**src/rtl/bram_stream_reader.sv**
```systemverilog
// bram_stream_reader: walks a BRAM address range and returns the words as a valid/ready stream.
// Optional abort input is enabled by defining BRAM_READER_ABORT_EN.
module bram_stream_reader #(
  parameter int DataWidth = 8,
  parameter int Depth = 784,
  localparam int AddrWidth = $clog2(Depth + 1)
) (
  input  logic                 clk_i,
  input  logic                 rst_ni,
  input  logic                 start_i,
  input  logic [AddrWidth-1:0] base_addr_i,
  input  logic [AddrWidth-1:0] len_i,
`ifdef BRAM_READER_ABORT_EN
  input  logic                 abort_i,
`endif
  output logic                 busy_o,
  output logic                 done_o,
  output logic [AddrWidth-1:0] bram_addr_o,
  output logic                 bram_write_en_o,
  output logic [DataWidth-1:0] bram_data_o,
  input  logic [DataWidth-1:0] bram_data_i,
  output logic                 m_valid_o,
  input  logic                 m_ready_i,
  output logic [DataWidth-1:0] m_data_o,
  output logic                 m_last_o
);
  typedef enum logic [1:0] {IDLE, READ, DRAIN} state_t;
  state_t state_q, state_d;
  logic [AddrWidth-1:0] addr_q, cnt_q;
  logic inflight_q, inflight_last_q, done_q, done_d;
  logic [DataWidth-1:0] fifo_data_q [2];
  logic [1:0] fifo_last_q, count_q;
  logic rd_ptr_q, wr_ptr_q;
  logic pop, issue, abort, last_issue;
`ifdef BRAM_READER_ABORT_EN
  assign abort = abort_i & (state_q != IDLE);
`else
  assign abort = 1'b0;
`endif
  assign pop = m_valid_o & m_ready_i;
  // Keep occupancy plus the word still in the BRAM pipe within the two buffer slots.
  assign issue = (state_q == READ) & ~abort &
                 (({1'b0, count_q} + {2'b0, inflight_q}) < (3'd2 + {2'b0, pop}));
  assign last_issue = issue & (cnt_q == AddrWidth'(1));
  assign busy_o = state_q != IDLE;
  assign done_o = done_q;
  assign bram_addr_o = addr_q;
  assign bram_write_en_o = 1'b0;
  assign bram_data_o = '0;
  assign m_valid_o = count_q != 2'd0;
  assign m_data_o = fifo_data_q[rd_ptr_q];
  assign m_last_o = m_valid_o & fifo_last_q[rd_ptr_q];
  // State register.
  always_ff @(posedge clk_i or negedge rst_ni) begin
    if (!rst_ni) state_q <= IDLE;
    else state_q <= state_d;
  end
  // Next state and completion pulse; abort overrides everything.
  always_comb begin
    state_d = state_q;
    done_d = 1'b0;
    unique case (state_q)
      IDLE: begin
        if (start_i && len_i != '0) state_d = READ;
        else if (start_i) done_d = 1'b1;
      end
      READ: if (last_issue) state_d = DRAIN;
      DRAIN: if (pop && m_last_o) begin
        state_d = IDLE;
        done_d = 1'b1;
      end
      default: state_d = IDLE;
    endcase
    if (abort) begin
      state_d = IDLE;
      done_d = 1'b0;
    end
  end
  // Address walk, read pipeline tracking and the two-entry output buffer.
  always_ff @(posedge clk_i or negedge rst_ni) begin
    if (!rst_ni) begin
      addr_q <= '0;
      cnt_q <= '0;
      inflight_q <= 1'b0;
      inflight_last_q <= 1'b0;
      done_q <= 1'b0;
      fifo_data_q[0] <= '0;
      fifo_data_q[1] <= '0;
      fifo_last_q <= '0;
      count_q <= '0;
      rd_ptr_q <= 1'b0;
      wr_ptr_q <= 1'b0;
    end else begin
      done_q <= done_d;
      inflight_q <= issue;
      inflight_last_q <= last_issue;
      if (state_q == IDLE && start_i) begin
        addr_q <= base_addr_i;
        cnt_q <= len_i;
      end else if (issue) begin
        addr_q <= (addr_q == AddrWidth'(Depth - 1)) ? '0 : addr_q + 1'b1;
        cnt_q <= cnt_q - 1'b1;
      end
      if (abort) begin
        count_q <= '0;
        rd_ptr_q <= 1'b0;
        wr_ptr_q <= 1'b0;
      end else begin
        if (inflight_q) begin
          fifo_data_q[wr_ptr_q] <= bram_data_i;
          fifo_last_q[wr_ptr_q] <= inflight_last_q;
          wr_ptr_q <= ~wr_ptr_q;
        end
        if (pop) rd_ptr_q <= ~rd_ptr_q;
        count_q <= count_q + {1'b0, inflight_q} - {1'b0, pop};
      end
    end
  end
endmodule

```
**config.mk**
```make
export PLATFORM = sky130hd
export DESIGN_NAME = bram_stream_reader
export DESIGN_NICKNAME = d
export VERILOG_FILES = /design/src/rtl/bram_stream_reader.sv
export SDC_FILE = /design/constraint.sdc
export NUM_CORES = 1
export LEC_CHECK = 0
export ABC_AREA = 1
export CAP_MARGIN = 15
export CORE_UTILIZATION = 47
export CTS_BUF_LIST = sky130_fd_sc_hd__clkbuf_8
export DETAILED_ROUTE_END_ITERATION = 16
export GPL_TIMING_DRIVEN = 0
export PLACE_DENSITY = 0.79
export REMOVE_ABC_BUFFERS = 1
export SETUP_SLACK_MARGIN = 0.3
export SYNTH_ARGS = -nofsm -noshare
export SYNTH_HDL_FRONTEND = slang
export SYNTH_SLANG_ARGS = --single-unit
```
**constraint.sdc**
```tcl
create_clock -name clk_i -period 1.45 [get_ports clk_i]
set_input_delay 0.29 -clock clk_i [delete_from_list [all_inputs] [get_ports clk_i]]
set_output_delay 0.29 -clock clk_i [all_outputs]
set_load 0.01 [all_outputs]
```
Word level (Yosys, flattened, before mapping)
Cells that the tools add are included.
Storage, ports and cells
  flip-flop bits (word level): 47
  logic and storage cells: 75
  output and inout port bits: 31
Operators by class
  equality and inequality tests: 7
  $add $sub $neg: 6
  reductions and logical operators: 11
  order comparisons: 7
  bitwise gates (word level): 8
  mux-type cells: 24
Operator list (number)
  $mux 10: 5
  $mux 8: 4
  $bwmux 16: 1
  $add 10x1->10 const B: 1
  $eq 10x1->1 const B: 1
  $eq 10x10->1 const B: 1
  $reduce_bool 10->1: 1
  $sub 10x1->10 const B: 1
  $demux 8 s1: 1
  $mux 1: 6
  $mux 2: 3
  $ne 2x2->1 const B: 3
  $pmux 2 s3: 1
  $reduce_bool 2->1: 3
  $logic_and 1x1->1: 5
  $and 1x1->1: 4
  $ge 2x2->1 const B: 2
  $lt 1x2->1 const B: 2
  $not 1->2: 2
  $add 2x1->3: 1
  $add 2x1->3 const A: 1
  $lt 3x3->1: 1
  $reduce_and 3->1: 1
  $add 2x1->2: 1
  other kinds (10): 11

Longest topological paths before layout
Gate-level depths: netlist of the first run.
  depth after elaboration: 8
  gate-level depth with buffers: 9
  gate-level depth less buffers: 9

Worst setup path after synthesis of the first run
OpenSTA, ideal clock, no wires.
  kind: reg2reg
  start: register inflight_q
  end: register state_q[0]
  library setup time: 0.117 ns
  path slack: -0.092 ns
  stages on the path, launching flop included: 9
  required time: 1.333 ns
  arrival: 1.426 ns
  buffers on the path: 0
  cell sequence: dfrtp_1 ha_1 ha_1 nor3_4 inv_2 a21oi_4 nand2_2 nand2_1 nor2_1
On the way
  cells in the longest elaborated chain, start to end: 6
RTL lines
  start, declared: RTL line 30  | logic inflight_q, inflight_last_q, done_q, done_d;
  start signal, assigned: RTL line 95  | inflight_q <= issue;
  $add 2x1->3: RTL line 43  | (({1'b0, count_q} + {2'b0, inflight_q}) < (3'd2 + {2'b0, pop}));
  $lt 3x3->1: RTL line 43
  $and 1x1->1: RTL line 42  | assign issue = (state_q == READ) & ~abort &
  net issue: RTL line 34  | logic pop, issue, abort, last_issue;
  $and 1x1->1: RTL line 44  | assign last_issue = issue & (cnt_q == AddrWidth'(1));
  $ne 2x2->1 (no source line)
  $reduce_and 3->1 (no source line)
  end signal, assigned: RTL line 56  | else state_q <= state_d;
  end, declared: RTL line 28  | state_t state_q, state_d;
The timed path passes the listed nets, and every way through them passes these cells.
A chain may end at the register's enable or synchronous reset.

Worst setup path after layout of the first run
  start: register inflight_q
  end: register addr_q[9] (netlist: bram_addr_o[9])
On the way
  cells in the longest elaborated chain, start to end: 4
RTL lines
  $add 2x1->3: RTL line 43
  $lt 3x3->1: RTL line 43
  $and 1x1->1: RTL line 42
  $reduce_bool 2->1 (no source line)
  end signal, assigned: RTL line 98  | addr_q <= base_addr_i;
  end signal, assigned: RTL line 101  | addr_q <= (addr_q == AddrWidth'(Depth - 1)) ? '0 : addr_q + 1'b1;
  end, declared: RTL line 29  | logic [AddrWidth-1:0] addr_q, cnt_q;
No other way between the ends.

==> results of run 1 <==
[worst max-delay path: stages, from the launching register on]
cell     delay, ps
dfrtp_1        400
ha_2           280
inv_1          110
nand3_4        120
nand2_2        100
nand2_4        100
buf_4          170
nor2_4         100
nand2_1         70
nand3_1         70
[cell type report]
cell class / count / area (um^2)
Clock buffer: 5 / 68.8
Clock inverter: 3 / 23.8
Fill cell: 463 / 1760
Inverter: 43 / 170
Multi-Input combinational cell: 294 / 1550
Sequential cell: 47 / 1190
Tap cell: 72 / 90.1
Timing Repair Buffer: 90 / 828
[state kept, by name, indices dropped and copies added, names as in the netlist]
signal and count:
done_o 1, fifo_data_q 16, fifo_last_q 2, count_q 2, rd_ptr_q 1, bram_addr_o 10
cnt_q 10, inflight_last_q 1, wr_ptr_q 1, inflight_q 1, state_q 2
[cell usage in the layout (no fill, tap or decap), drive strengths merged]
cell type / count
dlygate4sd3: 1
or2: 4
nor2: 33
conb: 9
a21oi: 4
nand4: 4
nand2: 147
clkinvlp: 3
clkdlybuf4s50: 30
nand3: 45
nand3b: 1
buf: 58
xnor2: 5
xor2: 3
clkdlybuf4s15: 1
nor3: 2
dfrtp: 47
o21ai: 30
inv: 43
ha: 7
clkbuf: 5
[layer usage]
| layer | track usage [%] | vias to the layer above |
|---|---|---|
| met4 | 5.27 | 0 |
| met5 | 0 | - |
| met2 | 41.7 | 82 |
| met1 | 29.3 | 1331 |
| met3 | 4.46 | 8 |
| li1 | - | 1398 |
[logic make-up after synthesis]
group / after synthesis
AO/OA/AOI/OAI: 33
XOR/XNOR: 8
adder cells (fa/ha/maj): 7
buffers and inverters: 64
flip-flops: 47
other: 1
AND/OR/NAND/NOR: 233
[through the flow]
| stage | TNS (ps) | total power, mW | util [%] |
|---|---|---|---|
| 3_5_place_dp | -11540 | 6.70 | 59.1 |
| 6_report | -3190 | 9.27 | 69.0 |
| 5_1_grt | -5950 | 10.0 | 69.0 |
| 2_1_floorplan | -1440 | 5.23 | - |
| 4_1_cts | -3470 | 8.74 | 66.6 |
| 3_3_place_gp | -68910 | 6.54 | 58.9 |
[where the power goes]
| group | leakage [nW] | internal, mW | switching [mW] | total (mW) |
|---|---|---|---|---|
| combinational | 1.37 | 2.76 | 3.26 | 6.02 |
| sequential | 0.576 | 1.93 | 0.480 | 2.41 |
| clock | 0.0408 | 0.346 | 0.499 | 0.844 |
| total | 1.99 | 5.04 | 4.23 | 9.27 |
[what timing repair did]
item / CTS / global route
pin swaps: 14 / 14
setup buffers: 33 / 2
endpoints found under the setup margin: 59 / 57
endpoints found under the hold margin: 12 / 0
hold buffers: 1 / 0
resized for setup: 133 / 35
gates cloned: 1 / 3
[worst paths after layout]
check | start | to | slack [ps] | cells past startpoint
worst max-delay path | inflight_q$_DFF_PN0_ | bram_addr_o[9]$_DFFE_PN0P_ | -150 | 9
worst min-delay path | rst_ni | cnt_q[6]$_DFFE_PN0P_ | 420 | 2
worst max register to register | inflight_q$_DFF_PN0_ | bram_addr_o[9]$_DFFE_PN0P_ | -150 | 9
worst min register to register | fifo_data_q[3]$_DFFE_PN0P_ | fifo_data_q[3]$_DFFE_PN0P_ | 500 | 2
max in group asynchronous | rst_ni | bram_addr_o[1]$_DFFE_PN0P_ | 510 | 3
min in group clk_i | fifo_data_q[3]$_DFFE_PN0P_ | fifo_data_q[3]$_DFFE_PN0P_ | 500 | 2
==> impl_metrics.yaml, run 1 <==
outcome:
  status: "finished, violations left"
  violations: "setup timing"
sta:
  fin_hold_ws_ps: 423
  finalCritPeriodShare_pct: 110
  fin_skew_ps: 9.45
  finalWorstSetupSlack_ps: -146
  rsz0062_at_grt: "yes"
  period_needed_ps: 1600
  drv_slew: 0
  setup_viol: 32
  max_clock_freq_mhz: 627
  finalHoldViolCount: 0
route:
  viasPerCell: 5.09
  first_iter_violations: 77
  wl_met2_um: 3710
  detail-route-antenna-nets: 0
  routed.top_layer: "met4"
  firstDrtPassIters: 4
  routed_wl_um: 7130
  routedWlPerCell_um: 12.9
  route.met3.wl_um: 358
  drc: 0
  wl_met1_um: 3000
  vias: 2819
yosys:
  synth_top_area_cell: "dfrtp_1"
  synth_edf_count: 0
  synth-compound-area-share_pct: 6.48
  synth_cell_types: 29
  async_reset_ff_share_pct: 100
  ys_top_cells_by_count: "nand2_1 (142), dfrtp_1 (47), nand3_1 (43)"
  netlist_area_um2: 2840
  synth_mux_area_share_pct: 0
  synth.most_common_cell: "nand2_1"
  synth_fa_ha_area_share_pct: 3.09
  synth_ff_type: "dfrtp_1"
  avgSynthCellArea_um2: 7.22
  synth_top_family_by_area: "simple AND/OR/NAND/NOR gates"
  syn_inst: 393
  synth-simple-area-share_pct: 35.5
  yosysWarnings: 0
  post_synth_xor_area_fraction_pct: 2.47
  synthTopCellsByArea: "dfrtp_1 (41%), nand2_1 (19%), nand3_1 (7.6%), inv_1 (5.0%), nor2_1 (4.2%)"
  seq_area_frac_synth_pct: 41.4
  ys_seq_elements: 47
  yosysTopAreaCellShare_pct: 41.4
grt:
  grt_pass1_vias: 2614
  grt.total_usage_pct: 23.5
  grt_max_degree: 36
  grt_pass1_wl_um: 11800
  antenna_found_initial: 0
  grt_overflow: 0
critical_path:
  path_class: "flop to flop"
  end_kind: "flop"
  arrival_ps: 1840
  cp.required_ps: 1690
  start_kind: "flop"
  worstPathMaxFanout: 6
floorplan:
  fp.dieH_um: 79.7
  fp.coreArea_um2: 5680
  fp.dieW_um: 79.7
  num_rows: 27
  die_area_um2: 6360
  pin_count: 63
  start_util_pct: 50.0
clocking:
  cts_htree_levels: 2
  clockBufferDepth: 2
  clk_latency_ps: 310
  numCtsBuffers: 5
  root_buffer: "clkbuf_8"
  cts_tree: "done"
  path_clk_slew_ps: 100
  cts_sinks: 47
layout:
  final_area_um2: 3910
  antenna_cells: 0
  nets: 520
  syn_to_final_growth_pct: 37.9
  final_layout_size_suffix_gt1_share_pct: 26.1
  fin_cells: 554
power:
  p_per_area_nw_per_um2: 2370
  irDropWorstVdd_v: 0.00136
  p_leak_nw: 1.99
placement:
  io_buffers: 53
  post-place-ws_ps: -503
  gp_congestion: 0.874
  dp.cells: 506
  dp_hpwl_um: 4330
  place_area_um2: 3360
run:
  drv_cap: 0
min_path:
  hp-class: "input port to asynchronous set/reset pin"
Power figures use the tool's default switching activity.
==> run 2: changes to the inputs <==
--- a/config.mk
+++ b/config.mk
@@ -11,6 +11,7 @@
 export CTS_BUF_LIST = sky130_fd_sc_hd__clkbuf_8
 export DETAILED_ROUTE_END_ITERATION = 16
 export GPL_TIMING_DRIVEN = 0
+export HOLD_SLACK_MARGIN = 0.05
 export PLACE_DENSITY = 0.79
 export REMOVE_ABC_BUFFERS = 1
 export SETUP_SLACK_MARGIN = 0.3
==> results of run 2 <==
Final layout, timing and power as in run 1 (identical DEF).
==> run 3: changes to the inputs <==
--- a/config.mk
+++ b/config.mk
@@ -15,6 +15,7 @@
 export PLACE_DENSITY = 0.79
 export REMOVE_ABC_BUFFERS = 1
 export SETUP_SLACK_MARGIN = 0.3
+export SLEW_MARGIN = 10
 export SYNTH_ARGS = -nofsm -noshare
 export SYNTH_HDL_FRONTEND = slang
 export SYNTH_SLANG_ARGS = --single-unit
==> results of run 3 <==
Final layout, timing and power as in run 1 (identical DEF).
